$ cat src/rtl/raster_timing_gen_pkg.sv
// Shared types and helpers for the raster timing generator: FSM state
// encoding, region-total arithmetic and sync-window decode.
package raster_pkg;

    typedef enum logic [0:0] {
        ST_IDLE = 1'b0,
        ST_RUN  = 1'b1
    } state_e;

    function automatic int unsigned region_total(
        input int unsigned act,
        input int unsigned fp,
        input int unsigned sync,
        input int unsigned bp
    );
        return act + fp + sync + bp;
    endfunction

    // Sync sits after active + front porch; returns the output line level.
    function automatic logic sync_level(
        input int unsigned pos,
        input int unsigned act,
        input int unsigned fp,
        input int unsigned sync,
        input logic        pol
    );
        logic in_win;
        in_win = (pos >= act + fp) && (pos < act + fp + sync);
        return in_win ? pol : ~pol;
    endfunction

endpackage

$ cat src/rtl/raster_timing_gen_axis.sv
// Wrapping position counter with inclusive maximum; one instance per raster axis.
module axis_counter #(
    parameter int unsigned W   = 10,
    parameter int unsigned MAX = 799
) (
    input  logic         clk,
    input  logic         nrst,
    input  logic         clr,
    input  logic         en,
    output logic [W-1:0] count,
    output logic         at_max
);

    localparam logic [W-1:0] MAX_W = W'(MAX);

    logic [W-1:0] count_r;

    // Position register: clear beats enable, wraps to zero after MAX
    always_ff @(posedge clk or negedge nrst) begin
        if (!nrst) begin
            count_r <= {W{1'b0}};
        end else if (clr) begin
            count_r <= {W{1'b0}};
        end else if (en) begin
            if (count_r == MAX_W) begin
                count_r <= {W{1'b0}};
            end else begin
                count_r <= count_r + W'(1);
            end
        end
    end

    assign count  = count_r;
    assign at_max = (count_r == MAX_W);

endmodule

$ cat src/rtl/raster_timing_gen.sv
// Raster timing generator: IDLE/RUN control around two axis counters, with
// all outputs decoded from registered state so no input reaches an output.
module raster_timing_gen import raster_pkg::*; #(
    parameter int unsigned XW       = 10,
    parameter int unsigned YW       = 10,
    parameter int unsigned H_ACTIVE = 640,
    parameter int unsigned H_FP     = 16,
    parameter int unsigned H_SYNC   = 96,
    parameter int unsigned H_BP     = 48,
    parameter int unsigned V_ACTIVE = 480,
    parameter int unsigned V_FP     = 10,
    parameter int unsigned V_SYNC   = 2,
    parameter int unsigned V_BP     = 33,
    parameter bit          SYNC_POL = 1'b0
) (
    input  logic          clk,
    input  logic          nrst,
    input  logic          pix_en,
    input  logic          clear,
    input  logic          cont,
    input  logic          start,
    output logic [XW-1:0] h_count,
    output logic [YW-1:0] v_count,
    output logic [XW-1:0] x,
    output logic [YW-1:0] y,
    output logic          active,
    output logic          hsync,
    output logic          vsync,
    output logic          line_end,
    output logic          frame_end,
    output logic          frame_start,
    output logic          busy
);

    localparam int unsigned H_TOTAL = region_total(H_ACTIVE, H_FP, H_SYNC, H_BP);
    localparam int unsigned V_TOTAL = region_total(V_ACTIVE, V_FP, V_SYNC, V_BP);
    localparam longint unsigned H_LIMIT = 64'd1 << XW;
    localparam longint unsigned V_LIMIT = 64'd1 << YW;
    localparam logic [XW:0] H_ACT_L = (XW+1)'(H_ACTIVE);
    localparam logic [YW:0] V_ACT_L = (YW+1)'(V_ACTIVE);

    if (64'(H_TOTAL) > H_LIMIT) begin : g_h_width_chk
        $error("raster_timing_gen: H_TOTAL does not fit in XW bits");
    end
    if (64'(V_TOTAL) > V_LIMIT) begin : g_v_width_chk
        $error("raster_timing_gen: V_TOTAL does not fit in YW bits");
    end

    state_e        state_r;
    state_e        state_next_s;
    logic          run_s;
    logic          h_en_s;
    logic          v_en_s;
    logic          h_at_max_s;
    logic          v_at_max_s;
    logic [XW-1:0] h_count_s;
    logic [YW-1:0] v_count_s;
    logic          active_s;

    assign run_s  = (state_r == ST_RUN);
    assign h_en_s = run_s & pix_en;
    assign v_en_s = h_en_s & h_at_max_s;

    axis_counter #(.W(XW), .MAX(H_TOTAL - 1)) u_h_cnt (
        .clk    (clk),
        .nrst   (nrst),
        .clr    (clear),
        .en     (h_en_s),
        .count  (h_count_s),
        .at_max (h_at_max_s)
    );

    axis_counter #(.W(YW), .MAX(V_TOTAL - 1)) u_v_cnt (
        .clk    (clk),
        .nrst   (nrst),
        .clr    (clear),
        .en     (v_en_s),
        .count  (v_count_s),
        .at_max (v_at_max_s)
    );

    // FSM state register
    always_ff @(posedge clk or negedge nrst) begin
        if (!nrst) begin
            state_r <= ST_IDLE;
        end else begin
            state_r <= state_next_s;
        end
    end

    // Next state: clear dominates; cont is sampled only at the frame-end pixel
    always_comb begin
        state_next_s = state_r;
        case (state_r)
            ST_IDLE: begin
                if (clear) begin
                    state_next_s = ST_IDLE;
                end else if (cont || start) begin
                    state_next_s = ST_RUN;
                end else begin
                    state_next_s = ST_IDLE;
                end
            end
            ST_RUN: begin
                if (clear) begin
                    state_next_s = ST_IDLE;
                end else if (pix_en && h_at_max_s && v_at_max_s && !cont) begin
                    state_next_s = ST_IDLE;
                end else begin
                    state_next_s = ST_RUN;
                end
            end
            default: state_next_s = ST_IDLE;
        endcase
    end

    assign active_s = run_s && ({1'b0, h_count_s} < H_ACT_L)
                            && ({1'b0, v_count_s} < V_ACT_L);

    assign h_count     = h_count_s;
    assign v_count     = v_count_s;
    assign active      = active_s;
    assign x           = active_s ? h_count_s : {XW{1'b0}};
    assign y           = active_s ? v_count_s : {YW{1'b0}};
    assign hsync       = sync_level(32'(h_count_s), H_ACTIVE, H_FP, H_SYNC, SYNC_POL);
    assign vsync       = sync_level(32'(v_count_s), V_ACTIVE, V_FP, V_SYNC, SYNC_POL);
    assign line_end    = run_s && h_at_max_s;
    assign frame_end   = run_s && h_at_max_s && v_at_max_s;
    assign frame_start = run_s && (h_count_s == {XW{1'b0}}) && (v_count_s == {YW{1'b0}});
    assign busy        = run_s;

endmodule

$ cat config.mk
export PLATFORM = sky130hd
export DESIGN_NAME = raster_timing_gen
export DESIGN_NICKNAME = d
export VERILOG_FILES = /design/src/rtl/raster_timing_gen_pkg.sv /design/src/rtl/raster_timing_gen_axis.sv /design/src/rtl/raster_timing_gen.sv
export SDC_FILE = /design/constraint.sdc
export NUM_CORES = 1
export LEC_CHECK = 0
export CAP_MARGIN = 20
export CORE_ASPECT_RATIO = 1.75
export CORE_MARGIN = 2
export CORE_UTILIZATION = 50
export DETAILED_ROUTE_END_ITERATION = 8
export PLACE_DENSITY = 0.82
export SETUP_SLACK_MARGIN = 0.4
export SLEW_MARGIN = 20
export SYNTH_ARGS = -nofsm -noshare
export SYNTH_HDL_FRONTEND = slang
export SYNTH_SLANG_ARGS = --single-unit
$ cat constraint.sdc
create_clock -name clk -period 3.9 [get_ports clk]
set_input_delay 0.585 -clock clk [delete_from_list [all_inputs] [get_ports clk]]
set_output_delay 0.585 -clock clk [all_outputs]
set_load 0.005 [all_outputs]
==> reports/summary.txt <==
Vias: 1,569
CTS root buf: clkbuf_8
Slew Viols, Final: 0
Clock buffer count from CTS: 3
Port Buffers: 51
Crit-path cells: and3_1 > nand2_1 > and4b_1 > and2_1 > clkdlybuf4s50_1
Worst EP arrival: 2.36 ns
IO Pins: 53
Final WL: 4400 um
Area Growth Syn to Fin: 32.0%
Multiplexer share of the synthesized area: 0%
Syn Inst Count: 181
First-pass GRT wire length: 7210 um
RePlAce Congestion: 0.969
Deepest clock path buffer count: 2
Crit path launch type: flop
Final instance area: 0.00213 sq mm
Minimum clock period: 2.95 ns
Overflow after GRT: 0
Share of layout cells above drive strength 1: 5.75%
Seq cells post-synth: 21
Post-synth EDFFs: 0
Setup TNS: 0 ns
Vias in the first global route: 1,542
Die area: 0.00371 sq mm
Pleak: 0.830 nW
Unrepaired setup endpoints after global routing: no
Largest family of logic cells by synthesized area: simple AND/OR/NAND/NOR gates
Core box area: 0.00311 sq mm
Clk pin slew, worst setup/hold paths: 0.08 ns
Routed len/inst: 16.4 um
Htree depth: 1
Top post-synthesis cells by count: 23 x and2_1, 21 x dfrtp_1, 17 x nand2_1
Most frequent cell after synthesis: and2_1
Max Fclk: 0.339 GHz
Worst-path fanout max: 20
Drc violations: 0
Post-Syn Area: 0.00161 sq mm
Placed cell area: 0.00209 sq mm
Post-CTS Setup Bufs: 0
WHS: 0.268 ns
Final worst slack: 0.951 ns
Top post-synthesis cells by area: dfrtp_1 33%, and2_1 8.9%, nand2_1 4.0%
Count of final setup violators: 0
Synth Area in Simple Gates: 40.0%
Initial antenna violation count: 0
Clk_skew: 0.00363 ns
Cts hold-fix bufs: 0
Max Cap Viol: 0
Slew @ Worst Pin: 0.741 ns
Clock tree sinks: 21
Req. time, crit path: 3.31 ns
Asr flop ratio synth: 100%
Max-slew headroom: 49.9%
Post-DP HPWL: 3310 um
Placed Instances: 265
Die width: 46.9 um
Row count: 27
Sequential share of the synthesized area: 32.6%
Die height: 79.1 um
Netlist cell types: 50
CP max stage delay: 0.57 ns
Family with the most delay on the worst path: simple AND/OR/NAND/NOR gates
CP Buf/Inv Count: 1
Fin cells: 269
Hold Crit Class: input pin to asynchronous set/reset pin
Share of Yosys cell area claimed by the top area cell type: 32.6%
Remaining antenna violation count: 0
Critical path class: flop to output port
Length of the first detailed-routing pass in iterations: 4
DR iter-0 viols: 84
Vias/cell: 5.83
Post-layout util: 68.5%
Main synth FF type: dfrtp_1
Slowest CP cell: and4b_1
Avg Cell Area, Syn: 8.91 sq um
Largest net degree at the start of global routing: 22
NumNets Final: 237
CP endpoint kind: output port
Power per cell area: 192 mW/mm^2
Initial Utilization: 51.9%
N_diodes: 0
Later-pin clock latency in the skew report: 0.26 ns
Final Power: 0.409 mW
CTS tree: yes
Gr usage total: 26.4%
Adder-Cell Fraction of Synth Area: 3.10%
Post-Synth XOR/XNOR Area: 4.34%
Yosys Warn Count: 0
Synth area leader: dfrtp_1
Pre-CTS WS: 1.24 ns
Compound-cell area share of the yosys netlist: 12.3%
Final hold viol count: 0
Syn nets: 191
Status: finished clean
Resized cells post-CTS: 0
Fin crit share: 75.6%
Peak VDD IR: 0.182 mV
-- power breakdown --
group          total (mW)  switching, mW  leakage, nW  internal, mW
Combinational      0.0410         0.0228        0.514        0.0182
Sequential          0.224        0.00431        0.291         0.219
Clock               0.144         0.0729       0.0255        0.0713
-- cell type report --
cell class	count	area, sq um
Clock buffer	3	41.3
Clock inverter	1	5.00
Fill cell	274	978
Inverter	8	30.0
Multi-Input combinational cell	142	968
Sequential cell	21	526
Tap cell	43	53.8
Timing Repair Buffer	51	505
-- worst reg2reg max path: stages, from the launching register on --
cell and delay (ns):
dfrtp_1 0.46, ha_1 0.31, nand4_2 0.24, nor4_4 0.52, nand2_1 0.26, o211ai_1 0.23
-- cells by family after synthesis --
kind of cell / after synthesis
buffers and inverters: 18
other: 1
AO/OA/AOI/OAI: 29
XOR/XNOR: 8
adder cells (fa/ha/maj): 4
AND/OR/NAND/NOR: 100
flip-flops: 21
-- registers in the layout (all words and copies together) (netlist names) --
signal,cells
busy,1
u_v_cnt.count,10
u_h_cnt.count,10
-- routing by layer --
| layer | vias up | GRT usage [%] | part of all wire, % |
|---|---|---|---|
| met3 | 11 | 3.64 | 4.7 |
| met4 | 0 | 12.2 | 2.4 |
| met1 | 750 | 27.7 | 38 |
| met5 | - | 0 | 0 |
| li1 | 738 | - | - |
| met2 | 70 | 47.7 | 55 |
-- final timing paths --
| path | startpoint | end | slack [ns] | cells past startpoint |
|---|---|---|---|---|
| hold reg to reg | u_v_cnt.count[5] | u_v_cnt.count[5] | 0.61 | 1 |
| min in group clk | u_v_cnt.count[5] | u_v_cnt.count[5] | 0.61 | 1 |
| setup reg to reg | u_h_cnt.count[1] | u_v_cnt.count[9] | 1.80 | 5 |
| hold / removal | nrst | u_v_cnt.count[3] | 0.27 | 1 |
| max in group asynchronous | nrst | u_v_cnt.count[6] | 3.30 | 1 |
| setup / recovery | u_v_cnt.count[7] | y[1] | 0.95 | 5 |
-- cells in the final DEF, fill, tap and decap left out, types with 4 or more instances in the layout --
cell type / count
dfrtp_1: 21
nand2_1: 17
ha_1: 4
nor2_1: 14
and3_1: 6
o21ai_1: 6
inv_1: 8
a31oi_1: 4
nand4_1: 4
and2_1: 23
nor3_1: 5
nand3_1: 7
xor2_1: 5
clkdlybuf4s50_1: 50
No activity file was read; power rests on OpenSTA's default activity.
